### src/rtl/sipo_rr_deserializer_ctrl.sv
// sipo_rr_deserializer_ctrl
// Round-robin controller that time-shares one serial-to-parallel shifter
// among NUM_CH serial sources. It grants one requester at a time, shifts
// in one word from that source (MSB first), and presents the word together
// with its channel index on a valid/ready output.
// Optional feature macro: SIPO_ARB_PARITY_EN. When it is defined, each frame
// carries a trailing even-parity bit. A word that fails the parity check is
// dropped and parity_err pulses for one cycle.
module sipo_rr_deserializer_ctrl #(
  parameter int NUM_CH = 4,
  parameter int WIDTH  = 32
) (
  input  logic                      clk,
  input  logic                      reset,
  input  logic [NUM_CH-1:0]         req,
  input  logic [NUM_CH-1:0]         sdata,
  output logic [NUM_CH-1:0]         grant,
  output logic [WIDTH-1:0]          out_data,
  output logic [$clog2(NUM_CH)-1:0] out_ch,
  output logic                      out_valid,
  input  logic                      out_ready,
  output logic                      busy,
  output logic                      parity_err
);

  localparam int CH_W  = $clog2(NUM_CH);
  localparam int CNT_W = $clog2(WIDTH + 2);
`ifdef SIPO_ARB_PARITY_EN
  localparam int NBITS = WIDTH + 1;
`else
  localparam int NBITS = WIDTH;
`endif
  localparam logic [CNT_W-1:0] LAST_CNT = CNT_W'(NBITS - 1);

  localparam logic [1:0] ST_IDLE  = 2'd0;
  localparam logic [1:0] ST_SHIFT = 2'd1;
  localparam logic [1:0] ST_HOLD  = 2'd2;

  logic [1:0]        state;
  logic [CH_W-1:0]   rr_ptr;
  logic [CNT_W-1:0]  bit_cnt;
  logic [NBITS-2:0]  shreg;
  logic [NBITS-1:0]  frame;
  logic [CH_W-1:0]   sel;
  logic [NUM_CH-1:0] sel_onehot;
  logic              any_req;
  int unsigned       rr_idx;
`ifdef SIPO_ARB_PARITY_EN
  logic              perr_q;
`endif

  // The frame holds every sample taken so far plus the bit on the wire at this
  // edge. With parity enabled, its LSB is the parity bit and its upper WIDTH
  // bits are the data.
  assign frame = {shreg, sdata[out_ch]};
  assign busy  = (state != ST_IDLE);

`ifdef SIPO_ARB_PARITY_EN
  assign parity_err = perr_q;
`else
  assign parity_err = 1'b0;
`endif

  // Round-robin pick: scan upward from rr_ptr+1, wrapping, and take the first requester.
  always_comb begin
    sel     = rr_ptr;
    any_req = 1'b0;
    rr_idx  = 0;
    for (int unsigned i = 1; i <= NUM_CH; i++) begin
      rr_idx = (32'(rr_ptr) + i) % NUM_CH;
      if (!any_req && req[CH_W'(rr_idx)]) begin
        any_req = 1'b1;
        sel     = CH_W'(rr_idx);
      end
    end
  end

  // One-hot form of the selected channel, used to load the grant.
  always_comb begin
    sel_onehot      = '0;
    sel_onehot[sel] = 1'b1;
  end

  // Main controller: arbitrate in IDLE, shift in SHIFT, wait for the consumer in HOLD.
  always_ff @(posedge clk or posedge reset) begin
    if (reset) begin
      state     <= ST_IDLE;
      grant     <= '0;
      out_data  <= '0;
      out_ch    <= '0;
      out_valid <= 1'b0;
      rr_ptr    <= CH_W'(NUM_CH - 1);
      bit_cnt   <= '0;
      shreg     <= '0;
`ifdef SIPO_ARB_PARITY_EN
      perr_q    <= 1'b0;
`endif
    end else begin
`ifdef SIPO_ARB_PARITY_EN
      perr_q <= 1'b0;
`endif
      case (state)
        ST_IDLE: begin
          if (any_req) begin
            grant   <= sel_onehot;
            out_ch  <= sel;
            rr_ptr  <= sel;
            bit_cnt <= '0;
            state   <= ST_SHIFT;
          end
        end
        ST_SHIFT: begin
          if (!req[out_ch]) begin
            // Requester withdrew: drop the partial word.
            grant <= '0;
            state <= ST_IDLE;
          end else if (bit_cnt == LAST_CNT) begin
            grant <= '0;
`ifdef SIPO_ARB_PARITY_EN
            if (^frame) begin
              perr_q <= 1'b1;
              state  <= ST_IDLE;
            end else begin
              out_data  <= frame[NBITS-1 -: WIDTH];
              out_valid <= 1'b1;
              state     <= ST_HOLD;
            end
`else
            out_data  <= frame[NBITS-1 -: WIDTH];
            out_valid <= 1'b1;
            state     <= ST_HOLD;
`endif
          end else begin
            shreg   <= frame[NBITS-2:0];
            bit_cnt <= bit_cnt + 1'b1;
          end
        end
        ST_HOLD: begin
          if (out_ready) begin
            out_valid <= 1'b0;
            state     <= ST_IDLE;
          end
        end
        default: state <= ST_IDLE;
      endcase
    end
  end

endmodule

### config.mk
export PLATFORM = sky130hd
export DESIGN_NAME = sipo_rr_deserializer_ctrl
export DESIGN_NICKNAME = d
export VERILOG_FILES = /design/src/rtl/sipo_rr_deserializer_ctrl.sv
export SDC_FILE = /design/constraint.sdc
export NUM_CORES = 1
export LEC_CHECK = 0
export CORE_MARGIN = 4
export CORE_UTILIZATION = 50
export DETAILED_ROUTE_END_ITERATION = 8
export GPL_TIMING_DRIVEN = 0
export PLACE_DENSITY_LB_ADDON = 0.2
export SYNTH_ARGS = -nofsm -noshare
export SYNTH_HDL_FRONTEND = slang
export SYNTH_SLANG_ARGS = --single-unit
### constraint.sdc
create_clock -name clk -period 4.05 [get_ports clk]
set_input_delay 0.81 -clock clk [delete_from_list [all_inputs] [get_ports clk]]
set_output_delay 0.81 -clock clk [all_outputs]
set_load 0.02 [all_outputs]
==> results.md <==
| Quantity | This run |
| --- | --- |
| Result of the run | complete, no violations |
| Leakage component of the power | 0.00207 uW |
| Rel. slew slack | 59.0% |
| Net switching share of the total power | 31.3% |
| Combinational fraction of design power | 34.5% |
| Clk root buf | clkbuf_8 |
| DR vias | 2016 |
| Number of flops mapped to enable cells by yosys | 0 |
| Clock latency on the worst-skew pair | 350 ps |
| Cell types with the largest area share after synthesis | dfrtp_1, mux2_4, mux2_2 |
| Routed wire length | 5770 um |
| Placeable core area | 6760 um2 |
| Initial antenna violation count | 0 |
| Number of nets with antenna violations after routing | 0 |
| Starting DRT DRC Count | 64 |
| Worst vdd ir | 0.000320 V |
| Count of inserted antenna diode cells | 0 |
| Power density over the cells | 587 nW/um2 |
| Total Nets Final | 299 |
| Grt total ovfl | 0 |
| Sequential Power Share | 43.5% |
| Count of endpoints failing setup in the final report | 0 |
| F_max | 399 MHz |
| Number of library cell types mapped by synthesis | 39 |
| Sequential-to-total area share from yosys stat | 58.0% |
| Most frequent cells in the layout | dfrtp_1, clkdlybuf4s50_1, mux2_2 |
| Post-synth top flop | dfrtp_1 |
| Mapped Avg Cell Area | 15.4 um2 |
| Clock Power Share | 22.1% |
| H-tree Lvls | 3 |
| Wire length per cell after detailed routing | 15.5 um |
| Classification of the worst setup path | in2reg |
| Detailed Place HPWL | 3970 um |
| Time the worst path needs with I/O delays and setup | 2500 ps |
| Count of standard-cell rows | 30 |
| Crit path launch type | primary input |
| Area leader, netlist | dfrtp_1 |
| Highest net fanout along the worst path | 10 |
| Internal cell power | 1730 uW |
| Post-placement setup slack | 1200 ps |
| Fraction of final layout cells sized beyond drive strength 1 | 30.8% |
| Pins Over Slew Limit | 0 |
| Number of clock sinks | 80 |
| Worst setup slack after layout | 1550 ps |
| Net switching power of the design | 786 uW |
| Class of the tightest hold or removal check | reg2reg |
| Via count of the first global-routing pass | 2053 |
| Initial core utilization | 51.2% |
| Hold bufs inserted after CTS | 0 |
| FFs w/ async S/R, synth | 100% |
| Floorplan die area | 8310 um2 |
| # Max-Cap Violations | 0 |
| Weighted congestion at the end of routability-driven global placement | 0.833 |
| CP Data Arrival Time | 2720 ps |
| GR Util All Layers | 14.9% |
| PostCTS Resize Cnt | 0 |
| Clock transition at path regs | 90 ps |
| Die Span Y | 91.2 um |
| Residual DRC count | 0 |
| Area delta synth->final | 23.8% |
| Final hold violation count | 0 |
| Maximum number of pins on one net before global-route repair | 46 |
| Drt pass-1 iters | 4 |
| First-pass GRT wire length | 9770 um |
| Critical path data required time | 4270 ps |
| Setup skew after layout | 13.1 ps |
| Smallest hold slack | 495 ps |
| Worst Max-Slew Pin Slew | 614 ps |
| Input/output buffers | 50 |
| Area of the mapped netlist | 3460 um2 |
| Number of synthesis warnings | 0 |
| Register bit count reported by yosys | 80 |
| Net Count, Synth | 237 |
| Max Root-Sink Buffers | 2 |
| Synthesized instance count | 225 |
| Number of setup buffers added after CTS | 0 |
| Crit end category | flop |
| TritonCTS buffer count | 9 |
| Unrepaired setup endpoints after global routing | false |
| Ratio of final minimum period to clock period | 61.8% |
| I/O pin count | 52 |
| TritonCTS clock tree | built |
| Portion of synthesized cell area occupied by the leading cell type | 56.4% |
| Horizontal die dimension | 91.2 um |
| Most common cell after layout, fill and taps aside | dfrtp_1 |
| Detail-routed via count per cell | 5.42 |
==> power groups by stage <==
stage               clock, uW  combinational (uW)  sequential (uW)
detailed placement          0                 874             1110
global route              603                 936             1120
floorplan                   0                 676             1100
CTS                       571                 877             1090
global placement            0                 853             1100
finish                    555                 866             1090
==> layout make-up <==
| class | count | area (um2) |
|---|---|---|
| fillers | 500 | 2480 |
| inverters | 7 | 28.8 |
| multi-input cells | 127 | 1300 |
| clock inverters | 5 | 40.0 |
| clock buffers | 11 | 151 |
| plain buffers | 11 | 128 |
| flip-flops and latches | 80 | 2000 |
| well taps | 80 | 100 |
| repair buffers | 51 | 528 |
==> stage by stage <==
stage | instances | utilization [%] | instance area (um2) | power [uW] | TNS [ps]
detailed placement | 356 | 60.5 | 4090 | 1980 | 0
global route | 372 | 63.4 | 4280 | 2660 | 0
CTS | 372 | 63.4 | 4280 | 2540 | 0
global placement | 355 | 60.1 | 4060 | 1960 | -4360
floorplan | 225 | - | 3460 | 1770 | 0
finish | 372 | 63.4 | 4280 | 2510 | 0
==> sequential cells by signal (all words and copies together), names as in the netlist <==
signal / flops
shreg: 31
out_ch: 2
out_data: 32
bit_cnt: 6
rr_ptr: 2
grant: 4
state: 2
out_valid: 1
==> metal layers <==
metal / wire, um / share of wire, % / GRT usage (%)
met5: 0 / 0 / 0
met4: 113 / 2.0 / 8.79
met2: 2580 / 45 / 21.9
met3: 214 / 3.7 / 3.15
met1: 2860 / 50 / 20.3
==> path summary, 6_finish.rpt <==
kind / slack [ps] / depth (start not counted) / to / startpoint
max in group asynchronous: 2590 / 3 / rr_ptr[0]$_DFFE_PP1P_ / reset
worst min register to register: 490 / 1 / bit_cnt[4]$_DFFE_PP0P_ / bit_cnt[4]$_DFFE_PP0P_
worst max-delay path: 1550 / 7 / out_data[19]$_DFFE_PP0P_ / req[3]
worst max register to register: 1950 / 7 / shreg[1]$_DFFE_PP0P_ / bit_cnt[0]$_DFFE_PP0P_
min in group asynchronous: 830 / 2 / out_data[15]$_DFFE_PP0P_ / reset
worst min-delay path: 490 / 1 / bit_cnt[4]$_DFFE_PP0P_ / bit_cnt[4]$_DFFE_PP0P_
==> cells by family after synthesis <==
logic type	Yosys count	share of synthesized area (%)
compound gates	32	7.31
mux	67	25.4
fa+ha+maj	1	0.362
other cells	1	0.108
simple gates	26	4.45
flops	80	58.0
buf+inv	18	4.45
==> worst max-delay path: stages <==
cell and delay (ps):
clkdlybuf4s50_1 500, mux2i_1 310, a2bb2oi_4 280, nand2b_1 140, buf_4 170, buf_6 170, mux2_1 340
==> cells in the mapped netlist, drive strengths merged (2+ instances only) <==
cell / instances
a21o: 2
a21oi: 5
a22o: 2
a32o: 2
buf: 11
dfrtp: 78
dfstp: 2
inv: 7
mux2: 64
mux4: 2
nand2: 4
nand2b: 5
nand3: 3
nor2: 7
o211ai: 3
o21ai: 5
o311ai: 3
o31ai: 4
(Power assumes the default switching activity.)
